===== config.mk =====
export PLATFORM = sky130hd
export DESIGN_NAME = simd_job_sequencer
export DESIGN_NICKNAME = d
export VERILOG_FILES = /design/src/rtl/simd_seq_pkg.sv /design/src/rtl/simd_seq_beat_cnt.sv /design/src/rtl/simd_job_sequencer.sv
export SDC_FILE = /design/constraint.sdc
export NUM_CORES = 1
export LEC_CHECK = 0
export BUFFER_PORTS_ARGS = -buffer_cell sky130_fd_sc_hd__buf_2
export CAP_MARGIN = 0
export CORE_AREA = 3 3 211 213
export CTS_CLUSTER_SIZE = 30
export DETAILED_ROUTE_END_ITERATION = 8
export DIE_AREA = 0 0 214 216
export PLACE_DENSITY = 0.5
export RECOVER_POWER = 100
export SYNTH_ARGS = -nofsm -noshare
export SYNTH_HDL_FRONTEND = slang
export SYNTH_SLANG_ARGS = --single-unit

===== constraint.sdc =====
create_clock -name clk -period 2.32 [get_ports clk]
set_input_delay 0.348 -clock clk [delete_from_list [all_inputs] [get_ports clk]]
set_output_delay 0.348 -clock clk [all_outputs]
set_load 0.01 [all_outputs]

===== src/rtl/simd_seq_pkg.sv =====
// -----------------------------------------------------------------------------
// simd_seq_pkg
// Shared definitions for the SIMD job sequencer:
//   - bus width constants (opcode, beat count, operand data)
//   - opcode encodings shared with simd_top_level
//   - sequencer FSM state encoding
// -----------------------------------------------------------------------------
package simd_seq_pkg;

  localparam int OPCODE_W = 3;
  localparam int SIZE_W   = 6;
  localparam int DATA_W   = 128;

  // Opcodes understood by the simd_top_level processors.
  localparam logic [OPCODE_W-1:0] OP_ADD = 3'b000;
  localparam logic [OPCODE_W-1:0] OP_SUB = 3'b001;
  localparam logic [OPCODE_W-1:0] OP_MUL = 3'b010;
  localparam logic [OPCODE_W-1:0] OP_AND = 3'b011;
  localparam logic [OPCODE_W-1:0] OP_OR  = 3'b100;
  localparam logic [OPCODE_W-1:0] OP_XOR = 3'b101;
  localparam logic [OPCODE_W-1:0] OP_MAC = 3'b110;
  localparam logic [OPCODE_W-1:0] OP_NOP = 3'b111;

  typedef enum logic [2:0] {
    ST_IDLE   = 3'd0,
    ST_CONFIG = 3'd1,
    ST_STREAM = 3'd2,
    ST_DRAIN  = 3'd3,
    ST_DONE   = 3'd4
  } seq_state_t;

endpackage


===== src/rtl/simd_seq_beat_cnt.sv =====
// -----------------------------------------------------------------------------
// simd_seq_beat_cnt
// Loadable beat counter with limit comparator for the job sequencer.
//
// Ports:
//   clk    in   clock, posedge
//   reset  in   synchronous active-low reset (count -> 0)
//   clear  in   zero the count (new job accepted)
//   incr   in   one operand beat accepted this cycle
//   limit  in   number of beats in the current job (never 0 while counting)
//   below  out  count < limit: more beats may still be accepted
//   last   out  the beat accepted next is the final beat of the job
// -----------------------------------------------------------------------------
module simd_seq_beat_cnt
  import simd_seq_pkg::*;
#(
  parameter int CNT_W = SIZE_W
) (
  input  logic             clk,
  input  logic             reset,
  input  logic             clear,
  input  logic             incr,
  input  logic [CNT_W-1:0] limit,
  output logic             below,
  output logic             last
);

  logic [CNT_W-1:0] cnt_q;

  always_ff @(posedge clk) begin
    if (!reset) begin
      cnt_q <= '0;
    end else if (clear) begin
      cnt_q <= '0;
    end else if (incr) begin
      cnt_q <= cnt_q + 1'b1;
    end
  end

  // limit is at most 2^CNT_W-1, so the count never wraps and limit-1 never
  // underflows while a job is streaming (zero-size jobs never get here).
  assign below = (cnt_q < limit);
  assign last  = (cnt_q == (limit - 1'b1));

endmodule


===== src/rtl/simd_job_sequencer.sv =====
// -----------------------------------------------------------------------------
// simd_job_sequencer
// Accepts a job descriptor (opcode + beat count) and streams that many operand
// pairs from the memory-controller source into simd_top_level, then waits a
// fixed drain period and pulses done.
//
// Ports:
//   clk, reset             clock (posedge) and synchronous active-low reset
//   job_valid/job_ready    job descriptor handshake
//   job_instr, job_size    job opcode and beat count (0 is rejected)
//   src_valid/src_ready    operand beat handshake
//   src_opa, src_opb       operand beat
//   valid_instruction      opcode/size valid to datapath (CONFIG and STREAM)
//   instruction, data_size latched job descriptor to datapath
//   valid_data             registered beat valid to datapath
//   mc_data_in_opa/opb     registered operand data to datapath
//   busy                   job in flight (FSM not IDLE)
//   done                   one-cycle completion pulse
//   err_size               one-cycle pulse when a zero-size job is rejected
// -----------------------------------------------------------------------------
module simd_job_sequencer
  import simd_seq_pkg::*;
#(
  parameter int DATA_W       = simd_seq_pkg::DATA_W,
  parameter int SIZE_W       = simd_seq_pkg::SIZE_W,
  parameter int DRAIN_CYCLES = 4
) (
  input  logic                clk,
  input  logic                reset,
  input  logic                job_valid,
  output logic                job_ready,
  input  logic [OPCODE_W-1:0] job_instr,
  input  logic [SIZE_W-1:0]   job_size,
  input  logic                src_valid,
  output logic                src_ready,
  input  logic [DATA_W-1:0]   src_opa,
  input  logic [DATA_W-1:0]   src_opb,
  output logic                valid_instruction,
  output logic [OPCODE_W-1:0] instruction,
  output logic [SIZE_W-1:0]   data_size,
  output logic                valid_data,
  output logic [DATA_W-1:0]   mc_data_in_opa,
  output logic [DATA_W-1:0]   mc_data_in_opb,
  output logic                busy,
  output logic                done,
  output logic                err_size
);

  localparam int DRAIN_W = 4;

  seq_state_t          state_q;
  seq_state_t          state_d;

  logic                job_ready_q;
  logic                err_size_q;
  logic [DRAIN_W-1:0]  drain_q;
  logic [OPCODE_W-1:0] instr_q;
  logic [SIZE_W-1:0]   size_q;

  logic                vld_p1;
  logic [DATA_W-1:0]   opa_p1;
  logic [DATA_W-1:0]   opb_p1;

  logic                job_fire;
  logic                job_zero;
  logic                beat_fire;
  logic                beat_below;
  logic                beat_last;
  logic                stream_ready;
  logic                drain_enter;

  // job_ready is a register, so it is only ever high while the FSM is in IDLE
  // and stays low through the first cycle after reset is released.
  assign job_fire    = job_valid & job_ready_q;
  assign job_zero    = (job_size == '0);
  assign beat_fire   = src_valid & stream_ready;
  assign drain_enter = (state_d == ST_DRAIN) && (state_q != ST_DRAIN);

  simd_seq_beat_cnt #(
    .CNT_W (SIZE_W)
  ) u_beat_cnt (
    .clk   (clk),
    .reset (reset),
    .clear (job_fire),
    .incr  (beat_fire),
    .limit (size_q),
    .below (beat_below),
    .last  (beat_last)
  );

  always_ff @(posedge clk) begin
    if (!reset) begin
      state_q <= ST_IDLE;
    end else begin
      state_q <= state_d;
    end
  end

  always_comb begin
    state_d           = state_q;
    stream_ready      = 1'b0;
    valid_instruction = 1'b0;
    busy              = 1'b1;
    done              = 1'b0;
    case (state_q)
      ST_IDLE: begin
        busy = 1'b0;
        if (job_fire && !job_zero) begin
          state_d = ST_CONFIG;
        end
      end
      ST_CONFIG: begin
        valid_instruction = 1'b1;
        state_d           = ST_STREAM;
      end
      ST_STREAM: begin
        valid_instruction = 1'b1;
        // Depends only on registered state, never on src_valid.
        stream_ready      = beat_below;
        if (src_valid && beat_below && beat_last) begin
          state_d = ST_DRAIN;
        end
      end
      ST_DRAIN: begin
        if (drain_q == DRAIN_W'(1)) begin
          state_d = ST_DONE;
        end
      end
      ST_DONE: begin
        done    = 1'b1;
        state_d = ST_IDLE;
      end
      default: begin
        state_d = ST_IDLE;
      end
    endcase
  end

  // Control registers: handshake ready, error pulse, drain timer, descriptor.
  always_ff @(posedge clk) begin
    if (!reset) begin
      job_ready_q <= 1'b0;
      err_size_q  <= 1'b0;
      drain_q     <= '0;
      instr_q     <= '0;
      size_q      <= '0;
    end else begin
      job_ready_q <= (state_d == ST_IDLE);
      err_size_q  <= job_fire & job_zero;
      if (drain_enter) begin
        drain_q <= DRAIN_W'(DRAIN_CYCLES);
      end else if (state_q == ST_DRAIN) begin
        drain_q <= drain_q - 1'b1;
      end
      // Zero-size jobs are consumed but leave the previous descriptor intact.
      if (job_fire && !job_zero) begin
        instr_q <= job_instr;
        size_q  <= job_size;
      end
    end
  end

  // ---- stage p0 -> p1: accepted source beat registered toward the datapath ----
  // Data holds its last value across bubbles; only vld_p1 drops.
  always_ff @(posedge clk) begin
    if (!reset) begin
      vld_p1 <= 1'b0;
      opa_p1 <= '0;
      opb_p1 <= '0;
    end else begin
      vld_p1 <= beat_fire;
      if (beat_fire) begin
        opa_p1 <= src_opa;
        opb_p1 <= src_opb;
      end
    end
  end

  assign job_ready      = job_ready_q;
  assign src_ready      = stream_ready;
  assign err_size       = err_size_q;
  assign instruction    = instr_q;
  assign data_size      = size_q;
  assign valid_data     = vld_p1;
  assign mc_data_in_opa = opa_p1;
  assign mc_data_in_opb = opb_p1;

endmodule


## After elaboration in Yosys (flattened, before gate mapping)

Index checks and enable logic that the tools add are counted.
Widths: inputs -> output; s select.

| operators by class | value |
|---|---|
| bitwise operators | 4 |
| add/sub/neg operators | 3 |
| muxes and demuxes | 10 |
| eq/ne operators | 8 |
| reductions and logical operators | 12 |
| $lt $le $gt $ge | 1 |

Operators by type and width:

| cell | number |
|---|---|
| $mux 3 | 5 |
| $pmux 3 s4 | 1 |
| $eq 3x2->1 const B | 3 |
| $add 6x1->6 const B | 1 |
| $eq 6x6->1 | 1 |
| $logic_not 3->1 | 2 |
| $logic_not 6->1 | 1 |
| $lt 6x6->1 | 1 |
| $reduce_or 2->1 | 3 |
| $sub 6x1->6 const B | 1 |
| $eq 4x1->1 const B | 1 |
| $logic_and 1x1->1 | 4 |
| $mux 1 | 4 |
| $sub 4x1->4 const B | 1 |
| $and 1x1->1 | 3 |
| $eq 3x1->1 const B | 1 |
| $eq 3x3->1 const B | 1 |
| $ne 3x2->1 const B | 1 |
| $reduce_bool 2->1 | 1 |
| $logic_not 1->1 | 1 |
| $not 1->1 | 1 |

| word-level totals | value |
|---|---|
| output and inout bits | 272 |
| register bits | 281 |
| bits of input ports | 269 |
| logic and storage cells | 49 |

## Longest topological paths before layout

| depth | value |
|---|---|
| depth in word-level cells | 8 |
| mapped depth | 10 |

## Cells and area by module

Synthesis repeated with hierarchy kept, for this count alone.

| unflattened totals | value |
|---|---|
| cell total of the unflattened synthesis | 1,326 |
| area total of the unflattened synthesis | 11,060.6 um^2 |

Modules (own cells, without submodules):

| module | area each (um^2) | cells an instance | times used | sequential area each (um^2) |
|---|---|---|---|---|
| simd_job_sequencer | 10,550.1 | 1,264 | 1 | 5,505.3 |
| simd_seq_beat_cnt | 510.5 | 62 | 1 | 120.1 |

## Least setup slack after synthesis

No wires, ideal clock.

| timing path | value |
|---|---|
| kind | register -> register |
| start point | register size_q[3] (netlist: data_size[3]) |
| end point | register vld_p1 (netlist: valid_data) |
| arrival | 1.906 ns |
| stages on the path, launching flop included | 10 |
| library setup time | 0.115 ns |
| period minus slack after synthesis | 2.021 ns |
| path buffers | 3 |
| slack | 0.299 ns |
| required time | 2.205 ns |
| path through | dfxtp_1 inv_1 ha_1 a21oi_1 o2111a_2 and3_1 buf_4 buf_4 buf_4 and2_1 |

| between the ends | value |
|---|---|
| cells in the longest elaborated chain, start to end | 3 |

Ends and longest elaborated chain:

| item | line | text |
|---|---|---|
| from (decl) | simd_job_sequencer.sv:58 | `logic [SIZE_W-1:0] size_q;` |
| from (signal assigned) | simd_job_sequencer.sv:158 | `size_q <= job_size;` |
| $lt 6x6->1 | simd_seq_beat_cnt.sv:42 | `assign below = (cnt_q < limit);` |
| $mux 1 | simd_job_sequencer.sv:105 | `case (state_q)` |
| $and 1x1->1 | simd_job_sequencer.sv:76 | `assign beat_fire = src_valid & stream_ready;` |
| to (signal assigned) | simd_job_sequencer.sv:171 | `vld_p1 <= beat_fire;` |
| to (decl) | simd_job_sequencer.sv:60 | `logic vld_p1;` |

Every way passes these cells.
A chain may end at the register's enable or synchronous reset.

## Final worst setup path

| timing path | value |
|---|---|
| start point | register size_q[5] (netlist: data_size[5]) |
| end point | output src_ready |

| between the ends | value |
|---|---|
| cells in the longest elaborated chain, start to end | 2 |

Ends and longest elaborated chain:

| item | line | text |
|---|---|---|
| $lt 6x6->1 | simd_seq_beat_cnt.sv:42 |  |
| $mux 1 | simd_job_sequencer.sv:105 |  |
| to (decl) | simd_job_sequencer.sv:35 | `output logic src_ready,` |

Every way passes these cells.

==> results.yml <==
logic_synthesis:
  syn_nets: 1544
  netlist.area_leader.share_pct: 52.0
  yosysWarnings: 0
  synthCells: 1265
  synthFlopType: "dfxtp_1"
  synthArstFlopShare_pct: 0
  synth_top_cell_by_area: "dfxtp_1"
  synth_area_leaders: "dfxtp_1, nand2_1, a21boi_1"
  yosysSeqAreaShare_pct: 52.0
  synth_area_mm2: 0.0108
  synth.distinct_cells: 38
  avgSynthCellArea_um2: 8.55
  synth-edff-count: 0
  ys_ff_latch: 281
worst_setup_path:
  end_kind: "primary output"
  rr_worst_depth: 12
  worst_ep_arrival_time_ps: 1870
  crit_type: "reg2out"
  critPathLaunch: "data_size[5]"
  required_ps: 1970
  cp-start-kind: "flip-flop"
  r2r-start: "data_size[3]"
  cp-endpoint: "src_ready"
  reg2reg_slack_ps: 170
  reg2reg_to: "mc_data_in_opb[62]"
  cp_max_fo: 6
run_status:
  status: "finished, final reports clean"
sta:
  finalSetupTns_ps: 0
  final.period_utilization_pct: 95.5
  max_freq_ghz: 0.451
  maxSlewViolCount: 0
  final_hold_viol_count: 0
  fin_ws_ps: 105
  rsz0062_at_grt: "yes"
  relSlewSlack_pct: 69.9
  fin_crit_ps: 2220
  setup_viol: 0
  worst_pin_slew_ps: 451
  fin_skew_ps: 15.2
clocking:
  clockRootBuffer: "clkbuf_16"
  numCtsBuffers: 34
  clk_pin_slew_ps: 60
  cts_sinks: 281
  clk_latency_ps: 530
  cts_tree: "yes"
  htreeDepth: 2
  clock_path_buffers: 3
layout:
  final_common_cell: "nand2_1"
  synthToLayoutAreaGrowth_pct: 40.7
  layout.nets: 2078
  stdcell_count: 2410
  final_core_util_pct: 35.5
  layout-drive-gt1-share_pct: 21.2
  mostFrequentLayoutCells: "nand2_1, clkbuf_1, dfxtp_1, buf_2, a21boi_1"
floorplan:
  ioPinCount: 541
  die_h_um: 216
  core_region_area_mm2: 0.0429
  rows: 76
  start_util_pct: 25.2
  die_area_mm2: 0.0462
  die_x_um: 214
routing:
  drt_wl_total_um: 37600
  vias: 10307
  postRouteAntennaNets: 0
  wl_per_cell_um: 15.6
  dr.pass1.iters: 5
  via_per_inst: 4.28
  drt_iter0_markers: 527
  drc: 0
placement:
  place_hpwl_um: 27900
  place_congestion: 0.884
  placed_cells: 2345
  place_ws_ps: 226
  io_buffers: 540
grt:
  antenna_found_initial: 5
  grt_pass1_wl_um: 58100
  grt_max_degree: 81
  first_global_vias: 10383
  grt_overflow: 0
  grt_usage_pct: 15.6
power_and_ir_drop:
  total_power_mw: 11.1
  sw_frac_of_total_pct: 22.0
  ir_worst_vdd_mv: 0.471
  p_clk_share_pct: 48.6
  pwr-share-comb_pct: 7.0
  p_per_area_mw_per_mm2: 731
  internal_power_mw: 8.67
  seq_power_share_pct: 44.4
  leakagePower_nw: 5.69
  switching_power_mw: 2.45
hold_path:
  min_path_type: "in2reg"
job:
  cap_viol_max_count: 0
state kept, by name, indices dropped and copies added, names as in the netlist:
name	flops
mc_data_in_opb	128
u_beat_cnt.cnt_q	6
instruction	3
data_size	6
err_size	1
state_q	3
valid_data	1
mc_data_in_opa	128
drain_q	4
job_ready	1
power groups by stage:
stage	Sequential, mW	Clock [mW]	Combinational, mW
finish	4.94	5.41	0.776
global route	4.95	5.84	0.863
CTS	4.94	5.66	0.800
detailed placement	5.05	0	0.788
global placement	5.04	0	0.785
floorplan	5.07	0	0.318
through the flow:
stage,cell area [um^2],hold slack (ps)
after floorplan,10800,479
after global placement,14300,437
after detailed placement,14300,442
after CTS,15500,8.37
after global routing,15200,18.0
final,15200,52.2
how the worst min path moves through the flow:
stage                             startpoint  cells after the start             endpoint  slack (ps)
after floorplan            mc_data_in_opa[0]                      2    mc_data_in_opa[0]         480
after global placement    mc_data_in_opb[75]                      2   mc_data_in_opb[75]         440
after detailed placement  mc_data_in_opa[38]                      2   mc_data_in_opa[38]         440
after CTS                       src_opb[104]                      3  mc_data_in_opb[104]           8
after global routing             src_opa[77]                      3   mc_data_in_opa[77]          20
final                            src_opb[40]                      3   mc_data_in_opb[40]          50
Yosys cell counts, types with 9 or more instances:
master      n
buf_6      11
a21boi_1  188
nor2b_1     9
buf_4      12
clkbuf_1   36
a21boi_0   68
ha_1       10
inv_1       9
nand2_1   523
buf_2      32
dfxtp_1   281
nor2_1      9
mux2i_1    10
area by class of cell:
cell class	count	area, um^2
fill	4686	27700
clock buffer	52	1030
timing repair buffer	589	2970
inverter	9	33.8
clock inverter	5	100
antenna	5	12.5
multi-input combinational	884	4720
tap	585	732
sequential	281	5630
layer usage:
metal | up-vias | part of all wire [%] | track usage, % | wire length (um)
li1 | 5173 | - | - | -
met1 | 4733 | 41 | 17.9 | 15400
met2 | 324 | 49 | 26.9 | 18400
met3 | 77 | 6.8 | 4.94 | 2550
met4 | 0 | 3.5 | 6.39 | 1300
met5 | - | 0 | 0 | 0
worst max-delay path: stages, from the launching register on:
cell,delay (ps)
dfxtp_2,330
inv_1,60
ha_4,270
nand2_1,60
o2111a_2,330
and2_4,180
buf_6,120
repair_timing:
item,in CTS,in global routing
endpoints found under the setup margin,1,1
hold endpoints to repair,0,0
gates resized for setup,10,6
buffers inserted,2,2
pin swaps,2,2
hold buffers,0,0
cells by family (layout without fill, tap and decap cells):
logic type               count (synthesis)  count (layout)  synth area share [%]
buffers and inverters                  100             655                  5.02
AND/OR/NAND/NOR                        579             579                  21.2
adder cells (fa/ha/maj)                 10              10                  1.16
AO/OA/AOI/OAI                          275             275                  18.9
other                                    0               5                     0
flip-flops                             281             281                  52.0
XOR/XNOR                                10              10                 0.809
multiplexers                            10              10                 0.925
(Power assumes the default switching activity.)
